`config.mk`:
```
export PLATFORM = sky130hd
export DESIGN_NAME = ibex_wb_port_arbiter
export DESIGN_NICKNAME = d
export VERILOG_FILES = /design/src/rtl/ibex_wb_port_arbiter.sv
export SDC_FILE = /design/constraint.sdc
export NUM_CORES = 1
export LEC_CHECK = 0
export BUFFER_PORTS_ARGS = -buffer_cell sky130_fd_sc_hd__clkbuf_2
export CORE_MARGIN = 4
export CORE_UTILIZATION = 38
export DETAILED_ROUTE_END_ITERATION = 6
export PLACE_DENSITY = 0.73
export SLEW_MARGIN = 10
export SYNTH_ARGS = -nofsm -noshare
export SYNTH_HDL_FRONTEND = slang
export SYNTH_SLANG_ARGS = --single-unit
export TNS_END_PERCENT = 50
```
`constraint.sdc`:
```
create_clock -name clk_i -period 7.1 [get_ports clk_i]
set_clock_uncertainty 0.15 [all_clocks]
set_input_delay 0 -clock clk_i [delete_from_list [all_inputs] [get_ports clk_i]]
set_output_delay 0 -clock clk_i [all_outputs]
set_load 0.1 [all_outputs]
```
`src/rtl/ibex_wb_port_arbiter.sv`:
```
// ibex_wb_port_arbiter
//   Shares the single integer and single FP register-file write ports among
//   three producers: LSU load data (never stalled), single-cycle ID/EX results
//   (back-pressured through ex_ready_o) and multi-cycle FPU completions
//   (buffered in a small FIFO, head served with starvation-bounded priority).
//
// Ports
//   clk_i, rst_i            clock, synchronous active-high reset
//   lsu_*_i                 LSU write request (always granted)
//   ex_*_i, ex_ready_o      EX result and its acceptance
//   fpu_*_i, fpu_ready_o    FPU completion push into the FIFO
//   rf_*_int_o, rf_*_fp_o   integer / FP register-file write ports
//   fifo_count_o            number of buffered FPU results
module ibex_wb_port_arbiter #(
  parameter int unsigned FifoDepth   = 2,
  parameter int unsigned StarveLimit = 4
) (
  input  logic                           clk_i,
  input  logic                           rst_i,
  input  logic                           lsu_we_i,
  input  logic                           lsu_to_fp_i,
  input  logic [4:0]                     lsu_waddr_i,
  input  logic [31:0]                    lsu_wdata_i,
  input  logic                           ex_valid_i,
  input  logic                           ex_to_fp_i,
  input  logic [4:0]                     ex_waddr_i,
  input  logic [31:0]                    ex_wdata_i,
  output logic                           ex_ready_o,
  input  logic                           fpu_valid_i,
  input  logic                           fpu_to_fp_i,
  input  logic [4:0]                     fpu_waddr_i,
  input  logic [31:0]                    fpu_wdata_i,
  output logic                           fpu_ready_o,
  output logic                           rf_we_int_o,
  output logic [4:0]                     rf_waddr_int_o,
  output logic [31:0]                    rf_wdata_int_o,
  output logic                           rf_we_fp_o,
  output logic [4:0]                     rf_waddr_fp_o,
  output logic [31:0]                    rf_wdata_fp_o,
  output logic [$clog2(FifoDepth+1)-1:0] fifo_count_o
);

  localparam int unsigned CntW    = $clog2(FifoDepth + 1);
  localparam int unsigned PtrW    = (FifoDepth > 1) ? $clog2(FifoDepth) : 1;
  localparam int unsigned StarveW = $clog2(StarveLimit + 1);

  typedef struct packed {
    logic        to_fp;
    logic [4:0]  waddr;
    logic [31:0] wdata;
  } wb_entry_t;

  wb_entry_t           mem_reg [FifoDepth];
  logic [PtrW-1:0]     rd_ptr_reg, wr_ptr_reg;
  logic [CntW-1:0]     count_reg;
  logic [StarveW-1:0]  starve_reg;

  wb_entry_t head;
  logic      head_valid, force_head, push, pop;

  // Index 0 = integer RF, index 1 = FP RF.
  logic [1:0]  lsu_gnt, head_gnt, ex_gnt, ex_can;
  logic [1:0]  rf_we;
  logic [4:0]  rf_waddr [2];
  logic [31:0] rf_wdata [2];

  assign head       = mem_reg[rd_ptr_reg];
  assign head_valid = (count_reg != '0);
  assign force_head = (starve_reg >= StarveW'(StarveLimit));

  // No pop credit: a full FIFO refuses even when its head drains this cycle.
  assign fpu_ready_o  = rst_i | (count_reg < CntW'(FifoDepth));
  assign push         = fpu_valid_i & fpu_ready_o & ~rst_i;
  assign pop          = |head_gnt;
  assign fifo_count_o = rst_i ? '0 : count_reg;

  generate
    for (genvar gi = 0; gi < 2; gi++) begin : g_rf
      logic        lsu_hit, head_hit, ex_tgt;
      logic        sel_we;
      logic [4:0]  sel_addr;
      logic [31:0] sel_data;

      assign lsu_hit  = lsu_we_i & (lsu_to_fp_i == 1'(gi));
      assign head_hit = head_valid & (head.to_fp == 1'(gi));
      assign ex_tgt   = (ex_to_fp_i == 1'(gi));

      // EX would win this RF: independent of ex_valid_i so ready is stable.
      assign ex_can[gi]   = ~lsu_hit & ~(force_head & head_hit);
      assign lsu_gnt[gi]  = ~rst_i & lsu_hit;
      assign head_gnt[gi] = ~rst_i & head_hit & ~lsu_hit &
                            (force_head | ~(ex_valid_i & ex_tgt));
      assign ex_gnt[gi]   = ~rst_i & ex_valid_i & ex_tgt & ex_can[gi];

      always_comb begin
        sel_we   = 1'b0;
        sel_addr = '0;
        sel_data = '0;
        if (lsu_gnt[gi]) begin
          sel_we   = 1'b1;
          sel_addr = lsu_waddr_i;
          sel_data = lsu_wdata_i;
        end else if (head_gnt[gi]) begin
          sel_we   = 1'b1;
          sel_addr = head.waddr;
          sel_data = head.wdata;
        end else if (ex_gnt[gi]) begin
          sel_we   = 1'b1;
          sel_addr = ex_waddr_i;
          sel_data = ex_wdata_i;
        end
        // x0 writes are consumed but never reach the integer RF; f0 is real.
        if (gi == 0 && sel_addr == 5'd0) begin
          sel_we = 1'b0;
        end
        if (!sel_we) begin
          sel_addr = '0;
          sel_data = '0;
        end
      end

      assign rf_we[gi]    = sel_we;
      assign rf_waddr[gi] = sel_addr;
      assign rf_wdata[gi] = sel_data;
    end
  endgenerate

  assign ex_ready_o     = ~rst_i & (ex_to_fp_i ? ex_can[1] : ex_can[0]);
  assign rf_we_int_o    = rf_we[0];
  assign rf_waddr_int_o = rf_waddr[0];
  assign rf_wdata_int_o = rf_wdata[0];
  assign rf_we_fp_o     = rf_we[1];
  assign rf_waddr_fp_o  = rf_waddr[1];
  assign rf_wdata_fp_o  = rf_wdata[1];

  // Payload storage carries no reset; validity lives in the pointers/count.
  always_ff @(posedge clk_i) begin
    if (push) begin
      mem_reg[wr_ptr_reg] <= '{to_fp: fpu_to_fp_i, waddr: fpu_waddr_i,
                               wdata: fpu_wdata_i};
    end
  end

  always_ff @(posedge clk_i) begin
    if (rst_i) begin
      rd_ptr_reg <= '0;
      wr_ptr_reg <= '0;
      count_reg  <= '0;
      starve_reg <= '0;
    end else begin
      if (push) begin
        wr_ptr_reg <= (wr_ptr_reg == PtrW'(FifoDepth - 1)) ? '0 : wr_ptr_reg + 1'b1;
      end
      if (pop) begin
        rd_ptr_reg <= (rd_ptr_reg == PtrW'(FifoDepth - 1)) ? '0 : rd_ptr_reg + 1'b1;
      end
      if (push && !pop) begin
        count_reg <= count_reg + 1'b1;
      end else if (pop && !push) begin
        count_reg <= count_reg - 1'b1;
      end
      // Any denial of a valid head counts, including LSU-caused ones.
      if (!head_valid || pop) begin
        starve_reg <= '0;
      end else if (!force_head) begin
        starve_reg <= starve_reg + 1'b1;
      end
    end
  end

`ifndef SYNTHESIS
  always_ff @(posedge clk_i) begin
    if (!rst_i) begin
      assert (!(push && count_reg == CntW'(FifoDepth)))
        else $error("push into full FPU FIFO");
      assert ($onehot0({lsu_gnt[0], head_gnt[0], ex_gnt[0]}))
        else $error("multiple grants on integer RF");
      assert ($onehot0({lsu_gnt[1], head_gnt[1], ex_gnt[1]}))
        else $error("multiple grants on FP RF");
      assert (!lsu_we_i || (lsu_to_fp_i ? lsu_gnt[1] : lsu_gnt[0]))
        else $error("LSU write not granted");
    end
  end
`endif

endmodule
```
==> flow_metrics.env <==
export IMPL_drtAntennaViolNets=0
export IMPL_fin_nets=774
export IMPL_viasPerCell=5.41
export IMPL_gp_congestion=0.814
export IMPL_required_ps=6950
export IMPL_initial_core_util_pct=38.9
export IMPL_clock_path_buffers=2
export IMPL_die_height_um=122
export IMPL_numPortBuffers=198
export IMPL_crit_type="flop to output port"
export IMPL_placed_cell_area_um2=6040
export IMPL_period_share_pct=53.2
export IMPL_grt_pass1_wl_um=21500
export IMPL_hp_class="input port to flop"
export IMPL_slowest_stage="a2bb2oi_4"
export IMPL_outcome="finished clean"
export IMPL_largest_register_ffs=76
export IMPL_p_leak_nw=2.77
export IMPL_die_width_um=122
export IMPL_htreeDepth=3
export IMPL_cts_buffers=9
export IMPL_ys_ff_latch=84
export IMPL_coreArea_um2=12700
export IMPL_fin_area_um2=6730
export IMPL_cp_max_fo=34
export IMPL_hold_viol_final=0
export IMPL_syn_inst=435
export IMPL_finalSetupViolations=0
export IMPL_postCtsSetupRepairBufs=0
export IMPL_cp_arrival_ps=3630
export IMPL_drt_pass1_iterations=5
export IMPL_yosysSeqAreaShare_pct=49.5
export IMPL_drc=0
export IMPL_place_hpwl_um=9540
export IMPL_synth_avg_cell_area_um2=11.3
export IMPL_end_kind="output port"
export IMPL_slowest_delay_ps=890
export IMPL_fmax_mhz=265
export IMPL_clock_latency_ps=320
export IMPL_yosys_warnings=0
export IMPL_synth_cell_types=43
export IMPL_routedWlPerCell_um=17.1
export IMPL_first_iter_violations=271
export IMPL_io_pins=199
export IMPL_worstMarginPinSlew_ps=1160
export IMPL_synth_fp_nets=557
export IMPL_vias=4481
export IMPL_power_density_nw_per_um2=264
export IMPL_drv_slew=0
export IMPL_async_flop_share_pct=0
export IMPL_grt_max_degree=43
export IMPL_row_count=41
export IMPL_cap_violations=0
export IMPL_post_cts_resized=0
export IMPL_wl_um=14100
export IMPL_drive_above_1_share_pct=41.2
export IMPL_vdd_drop_max_uv=152
export IMPL_clockRootBuffer="clkbuf_16"
export IMPL_final_common_cell="clkbuf_2"
export IMPL_synthToLayoutAreaGrowth_pct=36.5
export IMPL_crit_path_cell_trace="or3b_4 -> nand4b_2 -> buf_4 -> a2bb2oi_4 -> a22oi_1 -> clkbuf_2"
export IMPL_fp_dieArea_um2=14900
export IMPL_fill_cells=1119
export IMPL_antenna_found_initial=0
export IMPL_worstSetupStartpointType="flop"
export IMPL_cts_tree="yes"
export IMPL_mostFrequentLayoutCells="clkbuf_2, edfxtp_1, nand2_1, nor2_1, dlygate4sd3_1"
export IMPL_diodes=0
export IMPL_clock_sinks=84
export IMPL_grt_pass1_vias=4452
export IMPL_period_needed_ps=3780
export IMPL_gr_usage_all_layers_pct=18.2
export IMPL_clk_pin_slew_worst_paths_ps=60
export IMPL_syn_area_um2=4930
export IMPL_overflow=0
export IMPL_synth_edf_count=76
export IMPL_ys_flop_type="edfxtp_1"
export IMPL_rsz0062_at_grt="no"
export IMPL_final_setup_tns_ps=0
export IMPL_slew_headroom_pct=22.4
critical path: cells and delay by family, from the launching register on:
family | cells | cell delay [ps]
buffers and inverters | 2 | 860
DFF | 1 | 380
and+or+nand+nor | 2 | 890
AOI/OAI and AO/OA | 2 | 1150
per-stage QoR:
step / hold slack (ps) / total power [W] / utilization (%) / setup slack, ps / instances
global placement: 40.8 / 0.00128 / 47.6 / 3830 / 774
finish: 20.3 / 0.00178 / 53.1 / 3320 / 828
CTS: 13.6 / 0.00179 / 53.1 / 3330 / 828
global route: 36.9 / 0.00185 / 53.1 / 3160 / 828
floorplan: -51.1 / 0.00116 / - / 3620 / 435
detailed placement: 43.2 / 0.00129 / 47.6 / 3700 / 774
power by group:
part           total (W)  switching, W  internal [W]
sequential      0.000593     0.0000153      0.000578
combinational   0.000703      0.000532      0.000171
clock           0.000482      0.000177      0.000305
path summary, 6_finish.rpt:
kind                            cells after the start           endpoint  slack [ps]          start
worst max-delay path                                6  rf_wdata_int_o[1]        3320  starve_reg[2]
worst min-delay path                                4         wr_ptr_reg          20    fpu_valid_i
worst max register to register                      6       count_reg[1]        4200           flop
worst min register to register                      2         rd_ptr_reg         350     rd_ptr_reg
per-layer routing:
metal	vias up	GRT usage, %	share of wire, %
li1	2092	-	-
met1	2154	21.4	40
met2	213	33.4	52
met3	22	3.67	7.2
met4	0	5.11	1.5
met5	-	0	0
layout make-up:
class,instances,area (um^2),share of cell area [%]
clock inverters,5,77.6,1.15
flip-flops and latches,84,2440,36.3
multi-input cells,312,2340,34.7
clock buffers,10,229,3.40
well taps,172,215,3.20
inverters,3,11.3,0.167
repair buffers,242,1420,21.1
synth_stat cells (3+ instances only):
library cell  count  share of area, %
a21oi_1           3              0.30
a221o_1          34               6.9
a22oi_1          31               4.7
a22oi_2           9               2.3
buf_2            13               1.3
buf_6             3              0.68
clkbuf_1         19               1.4
dfxtp_1           8               3.2
edfxtp_1         76                46
ha_1              3              0.76
inv_1             3              0.23
mux2_2           30               6.8
mux2i_1          38               7.7
nand2_1          70               5.3
nor2_1           45               3.4
nor2b_1           5              0.63
o21ai_0           9              0.91
xor2_1            4              0.71
cells by family after synthesis:
family	share of synthesized area (%)
fa+ha+maj	0.761
mux	15.3
flops	49.5
buf+inv	3.78
compound gates	17.4
simple gates	12.2
xor+xnor	1.07
timing repair:
item                                    in CTS  in global routing
endpoints found under the hold margin       81                  0
hold buffers                                39                  0
endpoints found under the setup margin       0                  0
No activity file was read; power rests on OpenSTA's default activity.
